$ cat config.mk
export PLATFORM = sky130hd
export DESIGN_NAME = cache_arbiter
export DESIGN_NICKNAME = d
export VERILOG_FILES = /design/src/rtl/cache_arbiter.sv
export SDC_FILE = /design/constraint.sdc
export NUM_CORES = 1
export LEC_CHECK = 0
export BUFFER_PORTS_ARGS = -buffer_cell sky130_fd_sc_hd__buf_2
export CAP_MARGIN = 5
export CORE_AREA = 3 3 115 117
export CTS_BUF_LIST = sky130_fd_sc_hd__clkbuf_4 sky130_fd_sc_hd__clkbuf_8 sky130_fd_sc_hd__clkbuf_16
export DETAILED_ROUTE_END_ITERATION = 7
export DIE_AREA = 0 0 118 120
export GPL_ROUTABILITY_DRIVEN = 0
export HOLD_SLACK_MARGIN = 0.06
export SETUP_SLACK_MARGIN = 0.4
export SLEW_MARGIN = 20
export SYNTH_ARGS = -nofsm -noshare
export SYNTH_HDL_FRONTEND = slang
export SYNTH_SLANG_ARGS = --single-unit
$ cat constraint.sdc
create_clock -name clk_i -period 2.4 [get_ports clk_i]
set_clock_uncertainty 0.05 [all_clocks]
set_input_delay 0 -clock clk_i [delete_from_list [all_inputs] [get_ports clk_i]]
set_output_delay 0 -clock clk_i [all_outputs]
set_load 0.02 [all_outputs]
$ cat src/rtl/cache_arbiter.sv
// cache_arbiter: shares the unified cache's single Wishbone slave port between the CPU
// instruction-fetch master (i) and the data master (d).
//
// A master that wins arbitration owns the cache port for its whole bus cycle, which lasts
// for as long as it holds cyc. Its request is muxed onto the c_* port combinationally, and
// ack/data are routed back only to the owner. One idle cycle always separates two owners.
// A watchdog aborts a granted cycle that waits too long for an ack. The abort raises a
// one-cycle error strobe to the owner, and the arbiter then waits for that master to drop cyc.
//
// Build option:
//   CACHE_ARB_ROUNDROBIN_EN  when defined, simultaneous requests alternate between the two
//                            masters. When undefined, the data master always wins.
//
// Ports:
//   clk_i, rst_ni                      clock, asynchronous active-low reset
//   i_{cyc,stb,we,adr,sel,dat}_i       instruction master request
//   i_{dat,ack,err}_o                  instruction master response
//   d_{cyc,stb,we,adr,sel,dat}_i       data master request
//   d_{dat,ack,err}_o                  data master response
//   c_{cyc,stb,we,adr,sel,dat}_o       request to cache slave port
//   c_dat_i, c_ack_i                   cache response (ack is a single-cycle pulse)
//   grant_o                            {grant_d, grant_i}; one-hot while granted, else 00
module cache_arbiter #(
  parameter int unsigned AW      = 25,
  parameter int unsigned DW      = 32,
  parameter int unsigned TIMEOUT = 255
) (
  input  logic          clk_i,
  input  logic          rst_ni,
  input  logic          i_cyc_i,
  input  logic          i_stb_i,
  input  logic          i_we_i,
  input  logic [AW-1:0] i_adr_i,
  input  logic [3:0]    i_sel_i,
  input  logic [DW-1:0] i_dat_i,
  output logic [DW-1:0] i_dat_o,
  output logic          i_ack_o,
  output logic          i_err_o,
  input  logic          d_cyc_i,
  input  logic          d_stb_i,
  input  logic          d_we_i,
  input  logic [AW-1:0] d_adr_i,
  input  logic [3:0]    d_sel_i,
  input  logic [DW-1:0] d_dat_i,
  output logic [DW-1:0] d_dat_o,
  output logic          d_ack_o,
  output logic          d_err_o,
  output logic          c_cyc_o,
  output logic          c_stb_o,
  output logic          c_we_o,
  output logic [AW-1:0] c_adr_o,
  output logic [3:0]    c_sel_o,
  output logic [DW-1:0] c_dat_o,
  input  logic [DW-1:0] c_dat_i,
  input  logic          c_ack_i,
  output logic [1:0]    grant_o
);

  typedef enum logic [1:0] {StIdle, StGntI, StGntD, StAbort} state_e;

  // The watchdog fires on the cycle the count would step onto TIMEOUT.
  localparam logic [7:0] WdLast = 8'(TIMEOUT - 1);

  state_e     state_q;
  logic [7:0] wd_q;
  logic       abort_d_q;  // owner of the aborted cycle: 1 = d, 0 = i

  logic req_i, req_d, pick_d;
  logic gnt_i, gnt_d;
  logic abort_cyc;
  logic timeout;

  assign req_i = i_cyc_i & i_stb_i;
  assign req_d = d_cyc_i & d_stb_i;

`ifdef CACHE_ARB_ROUNDROBIN_EN
  logic last_d_q;  // 1 = last grant went to d

  // On contention, serve whichever master was not granted last.
  assign pick_d = req_d & (~req_i | ~last_d_q);
`else
  assign pick_d = req_d;
`endif

  assign gnt_i   = (state_q == StGntI);
  assign gnt_d   = (state_q == StGntD);
  assign grant_o = {gnt_d, gnt_i};

  assign abort_cyc = abort_d_q ? d_cyc_i : i_cyc_i;

  // Zero-latency request mux; everything is zero outside a grant.
  always_comb begin
    c_cyc_o = 1'b0;
    c_stb_o = 1'b0;
    c_we_o  = 1'b0;
    c_adr_o = '0;
    c_sel_o = '0;
    c_dat_o = '0;
    if (gnt_i) begin
      c_cyc_o = i_cyc_i;
      c_stb_o = i_stb_i;
      c_we_o  = i_we_i;
      c_adr_o = i_adr_i;
      c_sel_o = i_sel_i;
      c_dat_o = i_dat_i;
    end else if (gnt_d) begin
      c_cyc_o = d_cyc_i;
      c_stb_o = d_stb_i;
      c_we_o  = d_we_i;
      c_adr_o = d_adr_i;
      c_sel_o = d_sel_i;
      c_dat_o = d_dat_i;
    end
  end

  // An ack on the limit cycle wins over the abort.
  assign timeout = c_cyc_o & c_stb_o & ~c_ack_i & (wd_q == WdLast);

  assign i_ack_o = gnt_i & c_ack_i;
  assign i_err_o = gnt_i & timeout;
  assign i_dat_o = gnt_i ? c_dat_i : '0;
  assign d_ack_o = gnt_d & c_ack_i;
  assign d_err_o = gnt_d & timeout;
  assign d_dat_o = gnt_d ? c_dat_i : '0;

  always_ff @(posedge clk_i or negedge rst_ni) begin
    if (!rst_ni) begin
      state_q   <= StIdle;
      wd_q      <= '0;
      abort_d_q <= 1'b0;
`ifdef CACHE_ARB_ROUNDROBIN_EN
      last_d_q  <= 1'b1;
`endif
    end else begin
      unique case (state_q)
        StIdle: begin
          if (pick_d) begin
            state_q  <= StGntD;
            wd_q     <= '0;
`ifdef CACHE_ARB_ROUNDROBIN_EN
            last_d_q <= 1'b1;
`endif
          end else if (req_i) begin
            state_q  <= StGntI;
            wd_q     <= '0;
`ifdef CACHE_ARB_ROUNDROBIN_EN
            last_d_q <= 1'b0;
`endif
          end
        end
        StGntI, StGntD: begin
          // The owner dropping cyc ends the grant; a late ack then lands in IDLE and is lost.
          if (!c_cyc_o) begin
            state_q <= StIdle;
            wd_q    <= '0;
          end else if (timeout) begin
            state_q   <= StAbort;
            abort_d_q <= gnt_d;
            wd_q      <= '0;
          end else if (c_ack_i) begin
            wd_q <= '0;
          end else if (c_stb_o) begin
            wd_q <= wd_q + 8'd1;
          end
        end
        StAbort: begin
          if (!abort_cyc) state_q <= StIdle;
        end
        default: state_q <= StIdle;
      endcase
    end
  end

endmodule

# Yosys cells after proc, flatten, opt, wreduce, memory -nomap -nowiden
# Index checks and enable logic that the tools add are counted.
[totals]
regBits = 11
out_inout_bits = 134
[classes]
add_sub_neg = 1
eq_ne = 8
mux = 28
bitwise = 10
n_reduce_logical = 6
[ops]
columns = ["cell", "count"]
rows = [
  ["$mux W32", 4],
  ["$mux W25", 2],
  ["$mux W8", 6],
  ["$pmux W8 S2", 1],
  ["$mux W2", 5],
  ["$and A1 B1 Y1", 9],
  ["$reduce_and A3 Y1", 3],
  ["$add A8 B1 Y8 const B", 1],
  ["$eq A8 B8 Y1 const B", 1],
  ["$mux W4", 2],
  ["$mux W1", 7],
  ["$ne A3 B3 Y1 const B", 2],
  ["$pmux W2 S3", 1],
  ["$ne A5 B5 Y1 const B", 1],
  ["$eq A2 B2 Y1 const B", 2],
  ["$eq A2 B1 Y1 const B", 1],
  ["$logic_not A2 Y1", 1],
  ["$ne A2 B2 Y1 const B", 1],
  ["$reduce_bool A2 Y1", 1],
  ["$reduce_or A2 Y1", 1],
  ["$not A1 Y1", 1],
]

# Depth between registers and ports, before layout
# Gate-level depths: netlist of run 1.
[logic_depth]
depth_word = 9
depth_mapped = 8

# Worst setup path after synthesis of run 1
# OpenSTA, ideal clock, no wires.
[synth_path]
kind = "register -> register"
startpoint = "register state_q[1]"
endpoint = "register wd_q[0]"
setup_time_ns = 0.074
arrival_time_ns = 1.805
required_time_ns = 2.276
setup_slack_ns = 0.471
stages_incl_launch_ff = 8
period_less_slack_ns = 1.929
path_cell_list = "dfrtp_1 inv_1 ha_1 nand3b_1 nand2_1 nor3b_1 or3_4 o21ai_2"
[synth_via]
word_cells_on_any_way = 18
classes_between = "eq/ne (4); mux (7); bitwise (3); reduce/logical (4)"
[synth_lines]
columns = ["element", "line", "source"]
rows = [
  ["from (decl)", "64", "state_e state_q;"],
  ["from (signal assigned)", "128", "state_q <= StIdle;"],
  ["from (signal assigned)", "138", "state_q <= StGntD;"],
  ["from (signal assigned)", "144", "state_q <= StGntI;"],
  ["$eq A2 B1 Y1 *", "85", "assign gnt_i = (state_q == StGntI);"],
  ["net gnt_i", "69", "logic gnt_i, gnt_d;"],
  ["$mux W1 *", "99", "if (gnt_i) begin"],
  ["net c_stb_o", "49", "output logic c_stb_o,"],
  ["$and A1 B1 Y1 (3 in series)", "117", "assign timeout = c_cyc_o & c_stb_o & ~c_ack_i & (wd_q == WdLast);"],
  ["$mux W8", "156", "end else if (timeout) begin"],
  ["$mux W8", "153", "if (!c_cyc_o) begin"],
  ["$pmux W8 S2", "135", "unique case (state_q)"],
  ["to (signal assigned)", "163", "wd_q <= wd_q + 8'd1;"],
  ["to (decl)", "65", "logic [7:0] wd_q;"],
]
# Mark *: on every way through the listed nets, which the timed path passes. The rest lies on a longest branch.
# A chain may end at the register's enable or synchronous reset.

# Worst setup path in the final report of run 1
[layout_path]
startpoint = "register state_q[1]"
endpoint = "register wd_q[1]"
[layout_via]
elab_chain_cells = 9
word_cells_on_any_way = 18
classes_between = "eq/ne (4); mux (7); bitwise (3); reduce/logical (4)"
[layout_lines]
columns = ["element", "line", "source"]
rows = [
  ["$eq A2 B2 Y1", "86, 135", ""],
  ["$mux W1", "106", "end else if (gnt_d) begin"],
  ["$mux W1", "99", ""],
  ["$and A1 B1 Y1 (3 in series)", "117", ""],
  ["$mux W8", "156", ""],
  ["$mux W8", "153", ""],
  ["$pmux W8 S2", "135", ""],
]
# Several ways; a longest one is shown, not always the timed one.

==> impl_metrics.tcl, run 1 <==
set metrics [dict create \
    placed_cells 813 \
    syn_area_sq_um 2140 \
    synthCells 369 \
    die_w_um 118 \
    final_cells 819 \
    area_growth_pct 83.7 \
    synth_edf_count 0 \
    startpoint "state_q[1]$_DFFE_PN0P_" \
    rsz0062_at_grt "no" \
    reg2reg_depth 7 \
    ys_types 38 \
    grt_pass1_wl_mm 16.0 \
    powerDensity_nw_per_um2 1060 \
    ant_nets 0 \
    vias_per_cell 4.10 \
    multiInputGateArea_sq_um 1770 \
    ys_seq_area_share_pct 12.9 \
    slew_viol_final 0 \
    startpoint_type "flip-flop" \
    avgSynthCellArea_sq_um 5.79 \
    dieArea_sq_um 14200 \
    pin_count 297 \
    cts_num_sinks 11 \
    fin_nets 818 \
    fmax_ghz 0.526 \
    core_area_sq_um 12500 \
    antenna_found_initial 1 \
    synth_common_cells "nand2_1, and2_1, o21ai_0" \
    worst-path-max-fanout 7 \
    initial_core_util_pct 17.2 \
    p_switching_mw 2.53 \
    critPathArrivalTime_ps 2020 \
    end_kind "flip-flop" \
    sw_frac_of_total_pct 60.7 \
    total_power_mw 4.17 \
    power.ir.vdd_worst_uv 591 \
    die_h_um 120 \
    detail_route.wirelength_mm 10.9 \
    slew_headroom_pct 62.1 \
    drt_iter0_drc 167 \
    worstMarginPinSlew_ps 568 \
    synth_largest_area_cell "nand2_1" \
    portBuffers 296 \
    synth_top_area_share_pct 22.6 \
    drcViolationCount 0 \
    maxCapViolCount 0 \
    hold_violations 0 \
    cts_max_path_buffers 2 \
    finalSetupTns_ps 0 \
    dp_hpwl_mm 9.18 \
    drt-wirelength-per-cell_um 13.4 \
    synth-main-ff-cell "dfrtp_1" \
    grt_usage_pct 13.8 \
    register_area_sq_um 278 \
    syn_nets 539 \
    htreeDepth 1 \
    p_leak_nw 2.21 \
    grt_pass1_vias 2945 \
    crit_type "flip-flop to flip-flop" \
    diodes 0 \
    p_int_mw 1.64 \
    r2r-start "state_q[1]$_DFFE_PN0P_" \
    first_pass_iters 4 \
    finalCritPeriodShare_pct 79.2 \
    cts_buffers 3 \
    worst-endpoint-required_ps 2520 \
    synthArstFlopShare_pct 100 \
    ys_seq_elements 11 \
    drive_gt1_share_pct 50.4 \
    status "complete, no violations" \
    min_period_ps 1900 \
    comb_power_share_pct 86.3 \
    clock_latency_ps 240 \
    fillers 1429 \
    clkSlewWorstSetupHoldPaths_ps 40 \
    grt.overflow.total 0 \
    ys_warn_count 0 \
    grt_start_max_net_pins 89 \
    synth_area_leaders "nand2_1, and2_1, o21ai_0" \
    hold_class "input pin to asynchronous set/reset pin" \
    root_buffer "clkbuf_16" \
    pwr-share-clk_pct 7.6 \
    finalSetupViolations 0 \
    cts_tree "yes" \
    rows 41 \
    synth.most_common_cell "nand2_1" \
    vias 3354 \
    power_frac_seq_pct 6.1 \
]
[power groups by stage]
stage          Sequential (mW)  Combinational (mW)  Clock (mW)
2_1_floorplan            0.235                2.39           0
3_3_place_gp             0.245                3.53           0
3_5_place_dp             0.245                3.53           0
4_1_cts                  0.243                3.56       0.324
5_1_grt                  0.257                3.93       0.338
6_report                 0.253                3.60       0.316
[worst max-delay path, stage by stage (launching register included)]
cell      delay [ps]
dfrtp_2          440
inv_2            100
ha_4             160
and3b_1          230
o211ai_4         280
o21ai_2          100
or3_4            350
o21ai_2          110
[what timing repair did]
item | CTS | global route
endpoints found under the hold margin | 11 | 0
gates resized for setup | 5 | 15
pin swaps | 0 | 1
hold buffers | 1 | 0
buffers inserted | 0 | 1
endpoints found under the setup margin | 18 | 45
gates cloned | 0 | 0
[cell families (layout without fill, tap and decap cells)]
kind of cell | after synthesis | after routing | share of synthesized area (%)
xor gates and xnor gates | 5 | 5 | 2.05
adders and majority gates | 7 | 7 | 4.10
AOI/OAI and AO/OA | 87 | 87 | 23.7
and+or+nand+nor | 222 | 222 | 49.1
buffers and inverters | 34 | 312 | 6.67
DFF | 11 | 11 | 12.9
muxes | 3 | 3 | 1.52
[cell type report]
type	count	share of cell area, %
multi-input cells	324	45.0
repair buffers	304	39.9
flip-flops and latches	11	7.07
well taps	172	5.48
clock buffers	4	2.10
inverters	4	0.382
[layout by cell type (no fill, tap or decap), types with 4 or more instances in the layout]
cell	instances
a22o_1	4
nand2_1	129
o21ai_0	62
nor2_1	9
ha_1	4
xor2_1	5
buf_2	296
nand3_1	4
dfrtp_1	9
and2_1	67
[state kept, by name, indices dropped and copies added, names as in the netlist]
signal	count
abort_d_q	1
state_q	2
wd_q	8
[metal layers]
layer / share of wire, % / GRT usage (%)
met4: 0.74 / 2.27
met5: 0.10 / 0
met2: 49 / 24.1
met3: 6.9 / 2.59
met1: 43 / 18.0
[final timing paths]
kind	to	slack [ps]
setup reg to reg	wd_q[1]$_DFFE_PN0P_	500
max in group asynchronous	state_q[0]$_DFFE_PN0P_	1970
hold reg to reg	wd_q[0]$_DFFE_PN0P_	480
setup / recovery	wd_q[1]$_DFFE_PN0P_	500
hold / removal	wd_q[7]$_DFFE_PN0P_	110
min in group clk_i	state_q[1]$_DFFE_PN0P_	180
[metrics by stage]
step	hold WS [ps]	instance area [sq um]	utilization (%)	worst slack (ps)
finish	107	3930	31.5	498
global route	137	3930	31.5	406
CTS	113	3880	31.1	391
detailed placement	-163	3770	30.2	423
global placement	-163	3770	30.2	471
floorplan	-346	2140	-	471
No activity file was read; power rests on OpenSTA's default activity.
==> inputs of run 2 (changes only) <==
==> constraint.sdc (replaced) <==
create_clock -name clk_i -period 1.8 [get_ports clk_i]
set_clock_uncertainty 0.05 [all_clocks]
set_input_delay 0 -clock clk_i [delete_from_list [all_inputs] [get_ports clk_i]]
set_output_delay 0 -clock clk_i [all_outputs]
set_load 0.02 [all_outputs]
==> impl_metrics.tcl, run 2 (same netlist as run 1, synthesis figures left out) <==
set metrics [dict create \
    ant_nets 0 \
    fin_nets 866 \
    rsz0062_at_grt "yes" \
    hold_violations 0 \
    violations "setup timing" \
    cts_tree "yes" \
    clkSlewWorstSetupHoldPaths_ps 50 \
    grt_start_max_net_pins 29 \
    cts_num_sinks 11 \
    slew_viol_final 0 \
    grt_busiest_layer "met2" \
    grt_pass1_vias 3567 \
    final_cells 869 \
    power_frac_seq_pct 3.2 \
    status "finished with violations" \
    placed_cell_area_sq_um 4140 \
    worst-path-max-fanout 4 \
    top_regs "wd_q: 8 flops, state_q: 2 flops, abort_d_q: 1 flops" \
    finalCritPeriodShare_pct 105 \
    powerDensity_nw_per_um2 1690 \
    die_h_um 120 \
    first_pass_iters 4 \
    root_buffer "clkbuf_16" \
    core_area_sq_um 12500 \
    fillers 1203 \
    crit_type "flip-flop to primary output" \
    endpoint "d_err_o" \
    comb_power_share_pct 92.5 \
    regToRegEndpoint "wd_q[1]$_DFFE_PN0P_" \
    startpoint "state_q[1]$_DFFE_PN0P_" \
    p_leak_nw 2.93 \
    htreeDepth 1 \
    grt.overflow.total 0 \
    antenna_found_initial 4 \
    grt_usage_pct 17.2 \
    end_kind "primary output" \
    die_w_um 118 \
    pin_count 297 \
    finalSetupViolations 12 \
    cts_max_path_buffers 2 \
    layout_commonest_cell "buf_2" \
    dieArea_sq_um 14200 \
    clock_latency_ps 240 \
    vias_per_cell 4.46 \
    cts_buffers 3 \
    worst-endpoint-required_ps 1750 \
    sw_frac_of_total_pct 48.1 \
    drcViolationCount 0 \
    critPathArrivalTime_ps 1840 \
    detail_route.wirelength_mm 15.3 \
    place_ws_ps -54.9 \
    fin_area_sq_um 5970 \
    fin_ws_ps -93.7 \
    reg2reg_depth 7 \
    worstMarginPinSlew_ps 720 \
    fmax_ghz 0.528 \
    drt-wirelength-per-cell_um 17.6 \
    vias 3872 \
    drive_gt1_share_pct 73.2 \
    use_met1_pct 21.5 \
    drt_iter0_drc 169 \
    p_switching_mw 4.85 \
    r2r-start "state_q[1]$_DFFE_PN0P_" \
    portBuffers 296 \
    slew_headroom_pct 52.0 \
    area_growth_pct 179 \
    maxCapViolCount 0 \
    pwr-share-clk_pct 4.3 \
    min_period_ps 1890 \
    largest_reg_flops 8 \
    grt_pass1_wl_mm 19.9 \
    placed_cells 826 \
    initial_core_util_pct 17.2 \
    reg2reg_setup_slack_ps -70 \
    startpoint_type "flip-flop" \
    top_register "wd_q" \
    met3_usage_pct 3.20 \
    grt_use_met2_pct 31.4 \
    layout_common_cells "buf_2, nand2_1, buf_6, and2_4, buf_4" \
    p_int_mw 5.23 \
    finalSetupTns_ps -436 \
    hold_class "input pin to asynchronous set/reset pin" \
    dp_hpwl_mm 9.74 \
    rows 41 \
    power.ir.vdd_worst_uv 959 \
]
[run 2: cell count changes in the layout (fill, tap and decap cells not counted), moves of 43 or more]
cell,delta
buf_4,+51
and2_4,+59
buf_6,+104
o21ai_0,-59
buf_2,-131
and2_1,-61
o21ai_2,+43
[run 2: how the worst min path moves through the flow]
stage | start | end | slack [ps] | cells past startpoint
floorplan | rst_ni | abort_d_q$_DFFE_PN0P_ | -350 | 0
global placement | rst_ni | wd_q[1]$_DFFE_PN0P_ | -160 | 1
detailed placement | rst_ni | wd_q[0]$_DFFE_PN0P_ | -160 | 1
CTS | rst_ni | state_q[0]$_DFFE_PN0P_ | 120 | 2
global route | rst_ni | wd_q[2]$_DFFE_PN0P_ | 150 | 2
finish | rst_ni | state_q[1]$_DFFE_PN0P_ | 110 | 2
[run 2: what timing repair did]
item,4_1_cts,5_1_grt
setup endpoints to repair,145,145
buffers inserted,13,7
hold endpoints to repair,11,0
pin swaps,12,24
cloned,8,8
gates resized for setup,153,212
hold buffers,1,0
[run 2: final cells by class]
type	instances	area, sq um	area share [%]
flip-flops and latches	11	277	4.63
multi-input cells	324	2330	39.0
inverters	4	15.0	0.251
clock buffers	4	82.6	1.38
diodes	2	5.00	0.0838
well taps	172	215	3.60
repair buffers	352	3050	51.1
[run 2: per-stage QoR]
step / hold WS, ps / power, mW / utilization [%]
CTS: 125 / 8.33 / 40.7
floorplan: -346 / 4.16 / -
global route: 147 / 10.6 / 47.9
finish: 114 / 10.1 / 47.9
global placement: -156 / 5.90 / 33.2
detailed placement: -155 / 5.93 / 33.2
[run 2: metal layers]
layer | part of all wire, % | up-vias
met1 | 39 | 1785
met5 | 0.12 | -
met4 | 1.2 | 4
met2 | 53 | 183
li1 | - | 1880
met3 | 6.8 | 20
[run 2: critical path, cell delays in order, from the launching register on]
cell     delay (ps)
dfrtp_1         410
buf_6           130
ha_4            170
and3b_2         230
or2_4           250
buf_6           120
and3_4          160
buf_6           120
[run 2: power groups by stage]
stage,registers [mW],logic (mW),clock network (mW)
floorplan,0.327,3.83,0
global placement,0.328,5.58,0
detailed placement,0.331,5.60,0
CTS,0.325,7.57,0.430
global route,0.331,9.81,0.450
finish,0.327,9.32,0.429
